==> src/rtl/uart_cmd_master.sv <==
// Host-side UART command initiator: serialises one command frame to a byte
// transmitter, then waits for a single response byte or a timeout.
module uart_cmd_master #(
   parameter int Data_width     = 8,
   parameter int Address_width  = 4,
   parameter int TIMEOUT_WIDTH  = 16,
   parameter int TIMEOUT_CYCLES = 50000
) (
   input  logic                     CLK,
   input  logic                     RST,
   input  logic                     cmd_valid,
   output logic                     cmd_ready,
   input  logic [1:0]               cmd_type,
   input  logic [Address_width-1:0] cmd_addr,
   input  logic [Data_width-1:0]    cmd_wdata,
   input  logic [Data_width-1:0]    cmd_op_a,
   input  logic [Data_width-1:0]    cmd_op_b,
   input  logic [3:0]               cmd_fun,
   output logic [7:0]               tx_data,
   output logic                     tx_valid,
   input  logic                     tx_ready,
   input  logic [7:0]               rx_data,
   input  logic                     rx_valid,
   output logic [Data_width-1:0]    rsp_data,
   output logic                     rsp_valid,
   output logic                     rsp_timeout,
   output logic                     busy
);

   localparam logic [1:0] RF_WR   = 2'b00;
   localparam logic [1:0] RF_RD   = 2'b01;
   localparam logic [1:0] ALU_OP  = 2'b10;
   localparam logic [1:0] ALU_NOP = 2'b11;
   localparam logic [TIMEOUT_WIDTH-1:0] TMO_LAST = TIMEOUT_WIDTH'(TIMEOUT_CYCLES - 1);

   typedef enum logic [1:0] {IDLE, SEND, WAIT_RSP} state_t;

   typedef struct packed {
      logic [1:0]               typ;
      logic [Address_width-1:0] addr;
      logic [Data_width-1:0]    wdata;
      logic [Data_width-1:0]    op_a;
      logic [Data_width-1:0]    op_b;
      logic [3:0]               fun;
   } cmd_t;

   state_t                   state_q, state_d;
   cmd_t                     cmd_q;
   logic [1:0]               idx_q;
   logic [TIMEOUT_WIDTH-1:0] cnt_q;
   logic [7:0]               frame_byte;
   logic [1:0]               last_idx;
   logic                     accept, tx_fire, last_fire, rsp_hit, tmo_hit;

   // Frame byte selection from the latched command; bytes past the end read 0.
   always_comb begin
      frame_byte = 8'h00;
      last_idx   = 2'd1;
      unique case (cmd_q.typ)
         RF_WR: begin
            last_idx = 2'd2;
            case (idx_q)
               2'd0:    frame_byte = 8'hAA;
               2'd1:    frame_byte = 8'(cmd_q.addr);
               2'd2:    frame_byte = 8'(cmd_q.wdata);
               default: frame_byte = 8'h00;
            endcase
         end
         RF_RD: begin
            case (idx_q)
               2'd0:    frame_byte = 8'hBB;
               2'd1:    frame_byte = 8'(cmd_q.addr);
               default: frame_byte = 8'h00;
            endcase
         end
         ALU_OP: begin
            last_idx = 2'd3;
            case (idx_q)
               2'd0:    frame_byte = 8'hCC;
               2'd1:    frame_byte = 8'(cmd_q.op_a);
               2'd2:    frame_byte = 8'(cmd_q.op_b);
               default: frame_byte = 8'(cmd_q.fun);
            endcase
         end
         ALU_NOP: begin
            case (idx_q)
               2'd0:    frame_byte = 8'hDD;
               2'd1:    frame_byte = 8'(cmd_q.fun);
               default: frame_byte = 8'h00;
            endcase
         end
         default: frame_byte = 8'h00;
      endcase
   end

   always_comb begin
      state_d   = state_q;
      cmd_ready = (state_q == IDLE);
      busy      = (state_q != IDLE);
      tx_valid  = (state_q == SEND);
      tx_data   = 8'h00;
      accept    = 1'b0;
      tx_fire   = 1'b0;
      last_fire = 1'b0;
      rsp_hit   = 1'b0;
      tmo_hit   = 1'b0;
      unique case (state_q)
         IDLE: begin
            accept = cmd_valid;
            if (cmd_valid) state_d = SEND;
         end
         SEND: begin
            tx_data   = frame_byte;
            tx_fire   = tx_ready;
            last_fire = tx_ready && (idx_q == last_idx);
            if (last_fire) state_d = (cmd_q.typ == RF_WR) ? IDLE : WAIT_RSP;
         end
         WAIT_RSP: begin
            // A response arriving on the terminal-count cycle beats the timeout.
            rsp_hit = rx_valid;
            tmo_hit = !rx_valid && (cnt_q == TMO_LAST);
            if (rsp_hit || tmo_hit) state_d = IDLE;
         end
         default: state_d = IDLE;
      endcase
   end

   always_ff @(posedge CLK or posedge RST) begin
      if (RST) begin
         state_q     <= IDLE;
         cmd_q       <= '0;
         idx_q       <= '0;
         cnt_q       <= '0;
         rsp_data    <= '0;
         rsp_valid   <= 1'b0;
         rsp_timeout <= 1'b0;
      end else begin
         state_q     <= state_d;
         rsp_valid   <= rsp_hit;
         rsp_timeout <= tmo_hit;
         if (accept) begin
            cmd_q <= '{typ: cmd_type, addr: cmd_addr, wdata: cmd_wdata,
                       op_a: cmd_op_a, op_b: cmd_op_b, fun: cmd_fun};
            idx_q <= '0;
         end else if (tx_fire) begin
            idx_q <= idx_q + 2'd1;
         end
         // Counter runs only while waiting, so it is zero on entry.
         cnt_q <= (state_q == WAIT_RSP) ? cnt_q + 1'b1 : '0;
         if (rsp_hit) rsp_data <= Data_width'(rx_data);
      end
   end

endmodule

==> config.mk <==
export PLATFORM = sky130hd
export DESIGN_NAME = uart_cmd_master
export DESIGN_NICKNAME = d
export VERILOG_FILES = /design/src/rtl/uart_cmd_master.sv
export SDC_FILE = /design/constraint.sdc
export NUM_CORES = 1
export LEC_CHECK = 0
export ABC_AREA = 1
export CAP_MARGIN = 20
export CORE_MARGIN = 2
export CORE_UTILIZATION = 48
export DETAILED_ROUTE_END_ITERATION = 7
export GPL_ROUTABILITY_DRIVEN = 0
export PLACE_DENSITY = 0.75
export SETUP_SLACK_MARGIN = 0.1
export SYNTH_ARGS = -nofsm -noshare
export SYNTH_HDL_FRONTEND = slang
export SYNTH_SLANG_ARGS = --single-unit
==> constraint.sdc <==
create_clock -name CLK -period 4.3 [get_ports CLK]
set_clock_uncertainty 0.2 [all_clocks]
set_input_delay 1.075 -clock CLK [delete_from_list [all_inputs] [get_ports CLK]]
set_output_delay 1.075 -clock CLK [all_outputs]
set_load 0.01 [all_outputs]
* Yosys cells after proc, flatten, opt, wreduce, memory -nomap -nowiden
Cells that the tools add are included.
** Word-level totals
- Flip-flop bits (word level) :: 64
- Bits in latches :: 0
- RAM bits :: 0
- Memory bits (read-only) :: 0
- Output and inout port bits :: 21
- Word-level logic and storage cells :: 55
- Memories :: 0
** Operators by class
- $add $sub $neg :: 2
- Multipliers :: 0
- Divide/modulo/power cells :: 0
- Magnitude comparators :: 0
- Eq/ne operators :: 12
- Shift-type cells :: 0
- Multiplexer cells :: 19
- Bitwise operators :: 0
- Reduce and logical (&&, ||, !) cells :: 10
** Operators by type and width (number)
- one-hot mux 8 bit (3 select lines) :: 2
- one-hot mux 8 bit (2 select lines) :: 2
- one-hot mux 8 bit (4 select lines) :: 1
- adder 16 x 1 -> 16 bit (second input constant) :: 1
- equality test 16 bit (second input constant) :: 1
- two-way mux 16 bit :: 1
- two-way mux 2 bit :: 6
- equality test 2 bit (second input constant) :: 4
- two-way mux 8 bit :: 1
- equality test 2 x 1 -> 1 bit (second input constant) :: 3
- zero test 2 bit :: 3
- one-hot mux 2 bit (3 select lines) :: 1
- two-way mux 1 bit :: 4
- inequality test 2 bit (second input constant) :: 2
- one-hot mux 2 bit (2 select lines) :: 1
- nonzero test 2 bit :: 2
- AND reduction 3 bit :: 1
- adder 2 x 1 -> 2 bit (second input constant) :: 1
- equality test 2 bit :: 1
- logical AND 1 bit :: 2
- inequality test 2 x 1 -> 1 bit (second input constant) :: 1
- zero test 1 bit :: 1
- logical OR 1 bit :: 1

* Depth between registers and ports, before layout
- Word-level depth :: 6
- Mapped depth :: 10
- Gate-level depth less buffers :: 8

* Worst setup path after synthesis
Ideal clock, no wire load.
- Path kind :: register to output
- Start point :: register idx_q[0]
- End point :: output tx_data[6]
- Arrival :: 1.419 ns
- Required time :: 3.025 ns
- Setup slack :: 1.606 ns
- Cell stages (with the launch flop) :: 9
- Buffers on the path :: 2
- Cells stage by stage :: dfrtp_1 inv_1 ha_1 clkbuf_2 buf_2 nand2_1 nand3_1 nand3_1 a31oi_1
** On the way
- Word-level cells in the longest chain between the ends :: 4
- Elaborated cells on any way between the ends :: 8
- Those cells by class :: 2 x eq/ne; 5 x mux; 1 x reduce/logical
** RTL lines
- from (decl) :: RTL line 49 : logic [1:0] idx_q;
- from (signal assigned) :: RTL line 146 : idx_q <= idx_q + 2'd1;
- equality test 2 bit (tied with other cells) :: RTL line 62, 78
- one-hot mux 8 bit (3 select lines) (tied with other cells) :: RTL line 78 : case (idx_q)
- one-hot mux 8 bit (4 select lines) * :: RTL line 59 : unique case (cmd_q.typ)
- two-way mux 8 bit * :: RTL line 107 : unique case (state_q)
- to (decl) :: RTL line 19 : output logic [7:0] tx_data,
Every way passes the cells marked *; elsewhere a longest branch is shown, timed or not.

* Worst setup path in the final report
- Start point :: register idx_q[0]
- End point :: output tx_data[2]
** On the way
- Word-level cells in the longest chain between the ends :: 4
- Elaborated cells on any way between the ends :: 9
- Those cells by class :: 2 x eq/ne; 6 x mux; 1 x reduce/logical
** RTL lines (RTL line)
- equality test 2 bit (tied with other cells) :: 62, 78
- one-hot mux 8 bit (3 select lines) (tied with other cells) :: 78
- one-hot mux 8 bit (4 select lines) * :: 59
- two-way mux 8 bit * :: 107
Marks and branches as above.

==> impl_metrics.toml <==
[run_status]
status = "finished clean"

[clock_tree]
cts.sinks = 64
cts-hold-fix-buffers = 0
cts_max_level = 3
cts_setup_buffers = 0
cts_buffer_depth = 2
cts_tree = "built"
numCtsBuffers = 9
cts-root-buf = "clkbuf_8"
clkSlewWorstSetupHoldPaths_ps = 70
cts.repair.resized = 0
clk-insertion-delay-late_ps = 330

[worst_hold_path]
hold_path_class = "reg2reg"
hp-start = "rsp_data[6]$_DFFE_PP0P_"

[die]
core_mm2 = 0.00676
dieArea_mm2 = 0.00764
initial_core_util_pct = 49.4
die_height_um = 87.4
chipWidth_um = 87.4
rows = 30
ios = 68

[placement]
placedCellCount = 587
post-dp-hpwl_um = 5690
pre_cts_ws_ps = 901
portBuffers = 67

[power_and_ir_drop]
p_sw_share_pct = 39.6
combPwrFrac_pct = 42.4
p_switching_mw = 1.06
pwr-share-seq_pct = 36.6
pwr-share-clk_pct = 20.9
peakVddDrop_mv = 0.270
powerDensity_mw_per_mm2 = 628
leakage_nw = 2.09
p_int_mw = 1.62

[synthesis]
synth_cell_types = 28
ys_ff_latch = 64
synth_fp_nets = 505
synth_area_mm2 = 0.00334
syn_avg_cell_area_um2 = 7.39
ys_seq_area_share_pct = 48.0
synthCells = 452
ys_warn_count = 0

[final_layout]
antenna_cells = 0
mostFrequentLayoutCells = "224 x nand2_1, 67 x clkdlybuf4s50_1, 64 x dfrtp_1, 38 x nor2_1, 24 x inv_1"
area_growth_pct = 27.5
nets = 571
utilization_pct = 63.0
final_common_cell = "nand2_1"
fillers = 616
instances_no_fill = 603
drive_gt1_share_pct = 7.27

[sta]
period_minus_slack_ps = 3760
slew_headroom_pct = 56.3
finalHoldViolCount = 0
worst_slack_ps = 538
fin_crit_sh_pct = 87.5
holdWs_ps = 282
rsz0062_at_grt = "no"
finalSetupViolations = 0
setup_tns_ps = 0
worst_pin_slew_ps = 655
final_max_slew_viol_count = 0
fmax_mhz = 266

[job]
drv_cap = 0

[route]
drtIter0Drc = 265
wl_um = 7890
vias = 3017
ant_nets = 0
drc = 0
vias_per_cell = 5.00
dr.pass1.iters = 6
wl_per_cell_um = 13.1

[critical_path]
end_kind = "primary output"
regToRegSetupSlack_ps = 2400
crit_arrival_ps = 2490
crit_required_ps = 3020
start_kind = "register"
path_max_fanout = 16
r2r_start = "state_q[1]$_DFFE_PP0P_"
crit_path_start = "idx_q[0]$_DFFE_PP0P_"
path_class = "reg2out"

[global_route]
grt_pass1_wl_um = 13400
overflow = 0
grt_pass1_vias = 2852
grt_start_max_net_pins = 40
antenna_found_initial = 0
track_usage_pct = 22.6
## per-stage QoR
step | area (µm²) | power [mW]
after floorplan | 3340 | 1.69
after global placement | 4050 | 2.09
after detailed placement | 4050 | 2.11
after CTS | 4260 | 2.68
after global routing | 4260 | 2.88
final | 4260 | 2.67
## power groups by stage
stage | clock network (mW) | logic, mW | registers [mW]
6_report | 0.560 | 1.13 | 0.980
5_1_grt | 0.594 | 1.28 | 1.01
4_1_cts | 0.564 | 1.14 | 0.974
3_5_place_dp | 0 | 1.13 | 0.981
3_3_place_gp | 0 | 1.11 | 0.981
2_1_floorplan | 0 | 0.752 | 0.938
## cell families (layout without fill, tap and decap cells)
| family | Yosys count | in the layout | share of synthesized area [%] |
|---|---|---|---|
| AO/OA/AOI/OAI | 35 | 35 | 5.99 |
| XOR/XNOR | 3 | 3 | 0.787 |
| adder cells (fa/ha/maj) | 6 | 6 | 2.25 |
| buffers and inverters | 44 | 115 | 6.03 |
| flip-flops | 64 | 64 | 48.0 |
| AND/OR/NAND/NOR | 300 | 300 | 37.0 |
## flip-flops by register name (all words and copies together) (netlist names)
register,cells
rsp_timeout,1
idx_q,2
rsp_valid,1
rsp_data,8
cnt_q,16
state_q,2
cmd_q,34
## synthesized netlist by cell type
cell type,instances,area [µm²]
ha_1,6,75.1
dfrtp_1,64,1600
nor3_1,3,15.0
inv_2,5,18.8
nor2_1,38,143
a31oi_1,2,12.5
buf_4,2,15.0
buf_2,7,35.0
or2_1,1,6.26
xor2_1,3,26.3
nand2_1,224,841
nand4_1,1,6.26
o21bai_1,2,15.0
o211ai_1,3,22.5
nor2_4,6,67.6
a22oi_1,1,7.51
and3_1,1,6.26
nand2_4,2,22.5
a21oi_1,16,80.1
o21ai_0,10,50.1
inv_1,25,93.8
nand3_1,18,90.1
inv_4,1,6.26
nor2_2,4,25.0
nand2_2,2,12.5
clkbuf_2,2,10.0
a211oi_2,1,12.5
buf_6,2,22.5
## routing by layer
metal	track usage, %	routed length, µm	vias to the layer above
met5	0	0	-
li1	-	-	1526
met2	32.5	3550	111
met4	9.93	154	0
met1	32.8	3740	1368
met3	4.74	454	12
## area by class of cell
class	count	area, µm²	area share [%]
timing repair buffer	68	691	16.2
sequential	64	1600	37.6
tap	80	100	2.35
inverter	31	119	2.79
clock inverter	6	83.8	1.97
clock buffer	10	128	3.00
multi-input combinational	344	1540	36.1
## path summary, 6_finish.rpt
check,endpoint,cells past startpoint
setup / recovery,tx_data[2],9
hold reg to reg,rsp_data[6]$_DFFE_PP0P_,2
hold / removal,rsp_data[6]$_DFFE_PP0P_,2
setup reg to reg,cmd_q[31]$_DFFE_PP0P_,5
max in group asynchronous,cmd_q[29]$_DFFE_PP0P_,3
min in group asynchronous,rsp_timeout$_DFF_PP0_,2
## critical path, cell delays in order (launching register included)
cell,delay (ps)
dfrtp_1,420
inv_1,170
ha_1,530
nand2_1,150
nand3_1,110
o211ai_1,80
nand2_1,70
nand2_1,60
inv_1,50
clkdlybuf4s50_1,520
Note: power is estimated with default switching activity, not from simulation.
